## src/rtl/mips_core_pkg.sv

```systemverilog
// ---------------------------------------------------------------------------
// mips_core_pkg
// Shared core-wide sizing for the rename map, register file and free list.
//   NUM_PHY_REGS  : physical register file depth
//   NUM_ARCH_REGS : architectural register count
//   PREG_W        : width of a physical register tag
//   phy_reg_t     : physical register tag type
//   fl_ptr_w()    : width of a wrap-bit pointer over a ring of given depth
// ---------------------------------------------------------------------------
package mips_core_pkg;

  localparam int NUM_PHY_REGS  = 64;
  localparam int NUM_ARCH_REGS = 32;
  localparam int PREG_W        = $clog2(NUM_PHY_REGS);

  typedef logic [PREG_W-1:0] phy_reg_t;

  // One index bit per ring slot plus one wrap bit, so that a full ring and
  // an empty ring are distinguishable when the indices coincide.
  function automatic int fl_ptr_w(input int depth);
    return $clog2(depth) + 1;
  endfunction

endpackage

```

## src/rtl/fl_ptr.sv

```systemverilog
// ---------------------------------------------------------------------------
// fl_ptr
// Wrap-bit ring pointer with synchronous reset, load and increment.
// Arithmetic is natural modulo 2**W, i.e. modulo twice the ring depth.
//   clk      : clock, rising edge
//   rst_n    : synchronous active-low reset, loads rst_val
//   rst_val  : value taken on reset
//   inc      : advance the pointer by one
//   load     : replace the pointer with load_val (wins over inc)
//   load_val : value taken on load
//   ptr      : current pointer value
// ---------------------------------------------------------------------------
module fl_ptr #(
  parameter int W = 6
) (
  input  logic         clk,
  input  logic         rst_n,
  input  logic [W-1:0] rst_val,
  input  logic         inc,
  input  logic         load,
  input  logic [W-1:0] load_val,
  output logic [W-1:0] ptr
);

  logic [W-1:0] ptr_reg;

  always_ff @(posedge clk) begin
    if (!rst_n) begin
      ptr_reg <= rst_val;
    end else if (load) begin
      ptr_reg <= load_val;
    end else if (inc) begin
      ptr_reg <= ptr_reg + W'(1);
    end
  end

  assign ptr = ptr_reg;

endmodule

```

## src/rtl/phy_reg_free_list.sv

```systemverilog
// ---------------------------------------------------------------------------
// phy_reg_free_list
// Circular free list of physical registers for register renaming.
// Three wrap-bit pointers walk one ring:
//   [retire_head, spec_head) : pregs handed out but not yet retired
//   [spec_head,   tail)      : pregs free for speculative allocation
// A flush rewinds spec_head to retire_head, returning every in-flight preg.
// The number of entries (FL_DEPTH) must be a power of two.
//
// Ports
//   clk             : clock, rising edge
//   rst_n           : synchronous active-low reset, overrides everything
//   alloc_req       : rename wants one destination preg
//   alloc_gnt       : request granted this cycle (combinational)
//   alloc_preg      : granted preg, valid while alloc_gnt=1
//   commit_valid    : ROB retires an instruction with a destination
//   commit_old_preg : previous mapping released at retire (0 is never freed)
//   flush           : mispredict / exception squash
//   free_count      : speculative free entries
//   empty           : free_count == 0
//   overflow_err    : sticky protocol error (dropped free or commit)
// ---------------------------------------------------------------------------
module phy_reg_free_list
  import mips_core_pkg::fl_ptr_w;
#(
  parameter int  NUM_PHY_REGS  = mips_core_pkg::NUM_PHY_REGS,
  parameter int  NUM_ARCH_REGS = mips_core_pkg::NUM_ARCH_REGS,
  localparam int FL_DEPTH      = NUM_PHY_REGS - NUM_ARCH_REGS,
  localparam int PREG_W        = $clog2(NUM_PHY_REGS),
  localparam int PTR_W         = fl_ptr_w(FL_DEPTH)
) (
  input  logic              clk,
  input  logic              rst_n,
  input  logic              alloc_req,
  output logic              alloc_gnt,
  output logic [PREG_W-1:0] alloc_preg,
  input  logic              commit_valid,
  input  logic [PREG_W-1:0] commit_old_preg,
  input  logic              flush,
  output logic [PTR_W-1:0]  free_count,
  output logic              empty,
  output logic              overflow_err
);

  localparam int IDX_W = PTR_W - 1;

  logic [PTR_W-1:0]  spec_head;
  logic [PTR_W-1:0]  retire_head;
  logic [PTR_W-1:0]  tail;
  logic [PTR_W-1:0]  spec_load_val;

  logic [PREG_W-1:0] fifo_reg [FL_DEPTH];
  logic [FL_DEPTH-1:0] wr_sel;
  logic              overflow_err_reg;

  logic full;
  logic none_outstanding;
  logic commit_drop;
  logic commit_ok;
  logic free_wr;
  logic spec_inc;

  // -------------------------------------------------------------------------
  // Occupancy. The wrap bit makes the plain difference exact: equal indices
  // with different wrap bits give FL_DEPTH (full), identical pointers give 0.
  // -------------------------------------------------------------------------
  assign free_count = tail - spec_head;
  assign empty      = (free_count == '0);
  assign full       = (free_count == PTR_W'(FL_DEPTH));

  // No bypass from the commit port: a grant only ever comes from the ring.
  assign alloc_gnt  = alloc_req && !empty;
  assign alloc_preg = fifo_reg[spec_head[IDX_W-1:0]];

  // -------------------------------------------------------------------------
  // Commit handling. A commit with nothing in flight has no allocation to
  // retire; a free into a full ring would overwrite the next grant. Both are
  // dropped and flagged. Preg 0 retires without being recycled.
  // -------------------------------------------------------------------------
  assign none_outstanding = (retire_head == spec_head);
  assign commit_drop = commit_valid &&
                       (none_outstanding || ((commit_old_preg != '0) && full));
  assign commit_ok   = commit_valid && !commit_drop;
  assign free_wr     = commit_ok && (commit_old_preg != '0);

  // A flush discards this cycle's alloc and rewinds to the retire point,
  // which itself moves forward if a commit lands in the same cycle.
  assign spec_inc      = alloc_gnt && !flush;
  assign spec_load_val = retire_head + {{(PTR_W-1){1'b0}}, commit_ok};

  fl_ptr #(.W(PTR_W)) u_spec_head (
    .clk      (clk),
    .rst_n    (rst_n),
    .rst_val  ('0),
    .inc      (spec_inc),
    .load     (flush),
    .load_val (spec_load_val),
    .ptr      (spec_head)
  );

  fl_ptr #(.W(PTR_W)) u_retire_head (
    .clk      (clk),
    .rst_n    (rst_n),
    .rst_val  ('0),
    .inc      (commit_ok),
    .load     (1'b0),
    .load_val ('0),
    .ptr      (retire_head)
  );

  // Tail starts one full lap ahead: index 0 with the wrap bit set.
  fl_ptr #(.W(PTR_W)) u_tail (
    .clk      (clk),
    .rst_n    (rst_n),
    .rst_val  (PTR_W'(FL_DEPTH)),
    .inc      (free_wr),
    .load     (1'b0),
    .load_val ('0),
    .ptr      (tail)
  );

  // -------------------------------------------------------------------------
  // Ring storage. Reset seeds it with every non-architectural preg in order.
  // Reads are combinational, so the grant has zero latency.
  // -------------------------------------------------------------------------
  generate
    for (genvar gi = 0; gi < FL_DEPTH; gi++) begin : g_wr_sel
      assign wr_sel[gi] = free_wr && (tail[IDX_W-1:0] == IDX_W'(gi));
    end
  endgenerate

  always_ff @(posedge clk) begin
    if (!rst_n) begin
      for (int i = 0; i < FL_DEPTH; i++) begin
        fifo_reg[i] <= PREG_W'(NUM_ARCH_REGS + i);
      end
    end else begin
      for (int i = 0; i < FL_DEPTH; i++) begin
        if (wr_sel[i]) begin
          fifo_reg[i] <= commit_old_preg;
        end
      end
    end
  end

  always_ff @(posedge clk) begin
    if (!rst_n) begin
      overflow_err_reg <= 1'b0;
    end else if (commit_drop) begin
      overflow_err_reg <= 1'b1;
    end
  end

  assign overflow_err = overflow_err_reg;

endmodule

```

## config.mk

```make
export PLATFORM = sky130hd
export DESIGN_NAME = phy_reg_free_list
export DESIGN_NICKNAME = d
export VERILOG_FILES = /design/src/rtl/mips_core_pkg.sv /design/src/rtl/fl_ptr.sv /design/src/rtl/phy_reg_free_list.sv
export SDC_FILE = /design/constraint.sdc
export NUM_CORES = 1
export LEC_CHECK = 0
export ABC_AREA = 0
export ABC_CLOCK_PERIOD_IN_PS = 3750
export CORE_MARGIN = 4
export CORE_UTILIZATION = 40
export CTS_CLUSTER_DIAMETER = 40
export CTS_CLUSTER_SIZE = 20
export DETAILED_ROUTE_END_ITERATION = 12
export PLACE_DENSITY_LB_ADDON = 0.3
export REMOVE_ABC_BUFFERS = 1
export SLEW_MARGIN = 20
export SYNTH_ARGS = -nofsm -noshare
export SYNTH_HDL_FRONTEND = slang
export SYNTH_SLANG_ARGS = --single-unit
export TNS_END_PERCENT = 100
```

## constraint.sdc

```tcl
create_clock -name clk -period 3.75 [get_ports clk]
set_input_delay 0.375 -clock clk [delete_from_list [all_inputs] [get_ports clk]]
set_output_delay 0.375 -clock clk [all_outputs]
set_load 0.02 [all_outputs]
```

==> qor.txt <==
routed wl met2 -> 12400 um
n_diodes -> 0
core area -> 24400 um^2
Yosys warning count -> 0
actual slew at the worst max-slew pin -> 844 ps
Yosys reg bits -> 216
mean cell area of the mapped netlist -> 14.7 um^2
Slowest cell on crit path -> mux4_2
Post-CTS Hold Buffers -> 0
die area -> 27400 um^2
CP cell instances -> buf_12 > mux4_2 > mux4_2 > mux2_2 > clkdlybuf4s50_1
FP Rows -> 57
IO Port Bufs -> 25
RSZ-0062 raised after global routing -> false
Place WS -> 136 ps
Worst Hold Class -> primary input to register
Pre-Repair DR Iteration Count -> 5
Avg WL per Cell -> 23.0 um
global-route wire length before repair -> 39500 um
Area contributors post-synth -> edfxtp_1 58%, mux4_2 14%, dfxtp_1 4.8%, o21ai_0 2.0%, nand2_1 2.0%
Synth-to-Final Area Change -> 20.7%
top cells by count, synth -> 192 x edfxtp_1, 60 x mux4_2, 52 x nand2_1
Setup TNS -> 0 ps
final worst setup slack -> 146 ps
worst-path maximum fanout -> 18
First DRT Iteration DRCs -> 636
TritonCTS Sinks -> 216
most frequent CP cell -> mux4_2
max-cap violations -> 0
fraction of registers with async set/reset -> 0
Die Ht -> 166 um
outcome -> finished clean
min cycle time layout -> 3600 ps
top layer reached by signal wires -> met4
Leak -> 3.90 nW
Syn Inst Count -> 678
Avg Vias per Cell -> 5.72
antenna violations before repair -> 0
Max Clk Rate -> 277 MHz
post-route ant nets -> 0
CTS buffer count -> 30
Post-synth EDFFs -> 192
worst setup path category -> register to primary output
Final GP Congestion -> 0.852
Power Density -> 585 nW/um^2
final WL -> 25300 um
Setup crit end kind -> primary output
vias in the first global route -> 6508
fin crit share -> 0.961
cell taking the most area after synthesis -> edfxtp_1
layout cells sized above 1 -> 0.257
Vias -> 6299
Initial Utilization -> 0.407
aggregate global-route resource usage -> 0.183
synthesized cell area -> 9940 um^2
synth unique cells -> 47
Post-Route M1 WL -> 10300 um
DRC Markers -> 0
cell family with the largest share of critical-path delay -> multiplexers
crit path DAT -> 3230 ps
clock root cell -> clkbuf_16
Hold Fails Final Rpt -> 0
Clk pin slew, worst setup/hold paths -> 60 ps
Die X -> 166 um
worst hold margin -> 369 ps
final net count -> 781
TritonCTS clock tree -> done
Max Root-Sink Buffers -> 3
Max stage delay on crit path -> 580 ps
CP Launch Type -> register
Final Skew -> 33.0 ps
# IOs -> 26
max FFs per register -> 192
Primary FF master, synth -> edfxtp_1
worst vdd ir -> 0.000375 V
post-layout util -> 0.492
post-synth top area share -> 0.580
H-tree depth -> 1
relative slew slack -> 0.437
metal3 WL -> 2010 um
Worst Path Buf+Inv -> 2
worst path required time -> 3380 ps
GR Overflow Total -> 0
most common cell in the synthesized netlist -> edfxtp_1
insertion delay to the later sink of the worst-skew pair -> 560 ps
largest net degree at the start of global routing -> 43
dpl hpwl -> 17900 um
max-slew violations -> 0
sequential fraction of the synthesis area -> 0.628
Fill cells -> 2070
Setup Viol. Count Final -> 0
==> cells in the final DEF (no fill, tap or decap), types with 3 or more instances in the layout <==
master	n
clkdlybuf4s50_1	23
buf_4	57
dfxtp_1	21
inv_1	21
clkbuf_16	31
mux2_2	6
nand3_1	32
ha_1	15
inv_6	8
buf_12	5
a21oi_1	11
bufinv_16	3
and2_1	8
nor2_1	30
mux2i_1	7
xor2_1	8
nor3_1	38
nand4_1	4
clkinvlp_4	3
and3_1	3
o21ai_0	40
xnor2_1	13
or3_1	21
nor2b_1	9
mux4_2	60
nor4_1	7
nand2_1	52
clkinv_2	3
nand2b_1	7
edfxtp_1	192
==> routing by layer <==
layer	up-vias	GRT usage
met5	-	0
met4	0	0.0456
met3	40	0.0298
met2	304	0.302
met1	3185	0.256
li1	2770	-
==> tightest hold or removal path, cell delays in order <==
cell	delay (ps)
buf_2	140
buf_4	240
nand3_1	100
==> final timing paths <==
kind                         startpoint                         end  slack [ps]  cells past startpoint
max reg2reg  u_tail.ptr[0]$_SDFFE_PN0P_                    register         290                     16
max                            register               alloc_preg[5]         150                      5
min reg2reg   overflow_err$_SDFFE_PN0P_   overflow_err$_SDFFE_PN0P_         520                      2
min                               rst_n  u_tail.ptr[5]$_SDFFE_PN1P_         370                      3
==> through the flow <==
stage	cells	instance area, um^2	power (mW)
after floorplan	635	9740	3.60
after global placement	1042	10900	4.10
after detailed placement	1042	10900	4.12
after CTS	1100	12000	7.03
after global routing	1102	12000	7.26
final	1102	12000	7.01
==> final cells by class <==
class	count	area (um^2)	share of cell area
Clock buffer	34	807	0.0673
Clock inverter	22	259	0.0216
Inverter	22	82.6	0.00689
Multi-Input combinational cell	397	3420	0.285
Sequential cell	216	6250	0.521
Tap cell	324	405	0.0338
Timing Repair Buffer	87	772	0.0644
==> timing repair <==
item,in CTS,in global routing
hold endpoints to repair,0,0
setup buffers,2,2
gates cloned,0,0
setup endpoints to repair,3,39
pin swaps,0,1
gates resized for setup,1,4
==> cell families after synthesis <==
kind of cell    share of synthesized area
buf+inv                            0.0286
fa+ha+maj                          0.0209
simple gates                        0.117
mux                                 0.150
flops                               0.628
compound gates                     0.0368
xor+xnor                           0.0185
==> power by group <==
group	internal [mW]	switching [mW]
clock network	1.79	1.12
registers	2.76	0.0861
logic	0.555	0.696
(Power assumes the default switching activity.)
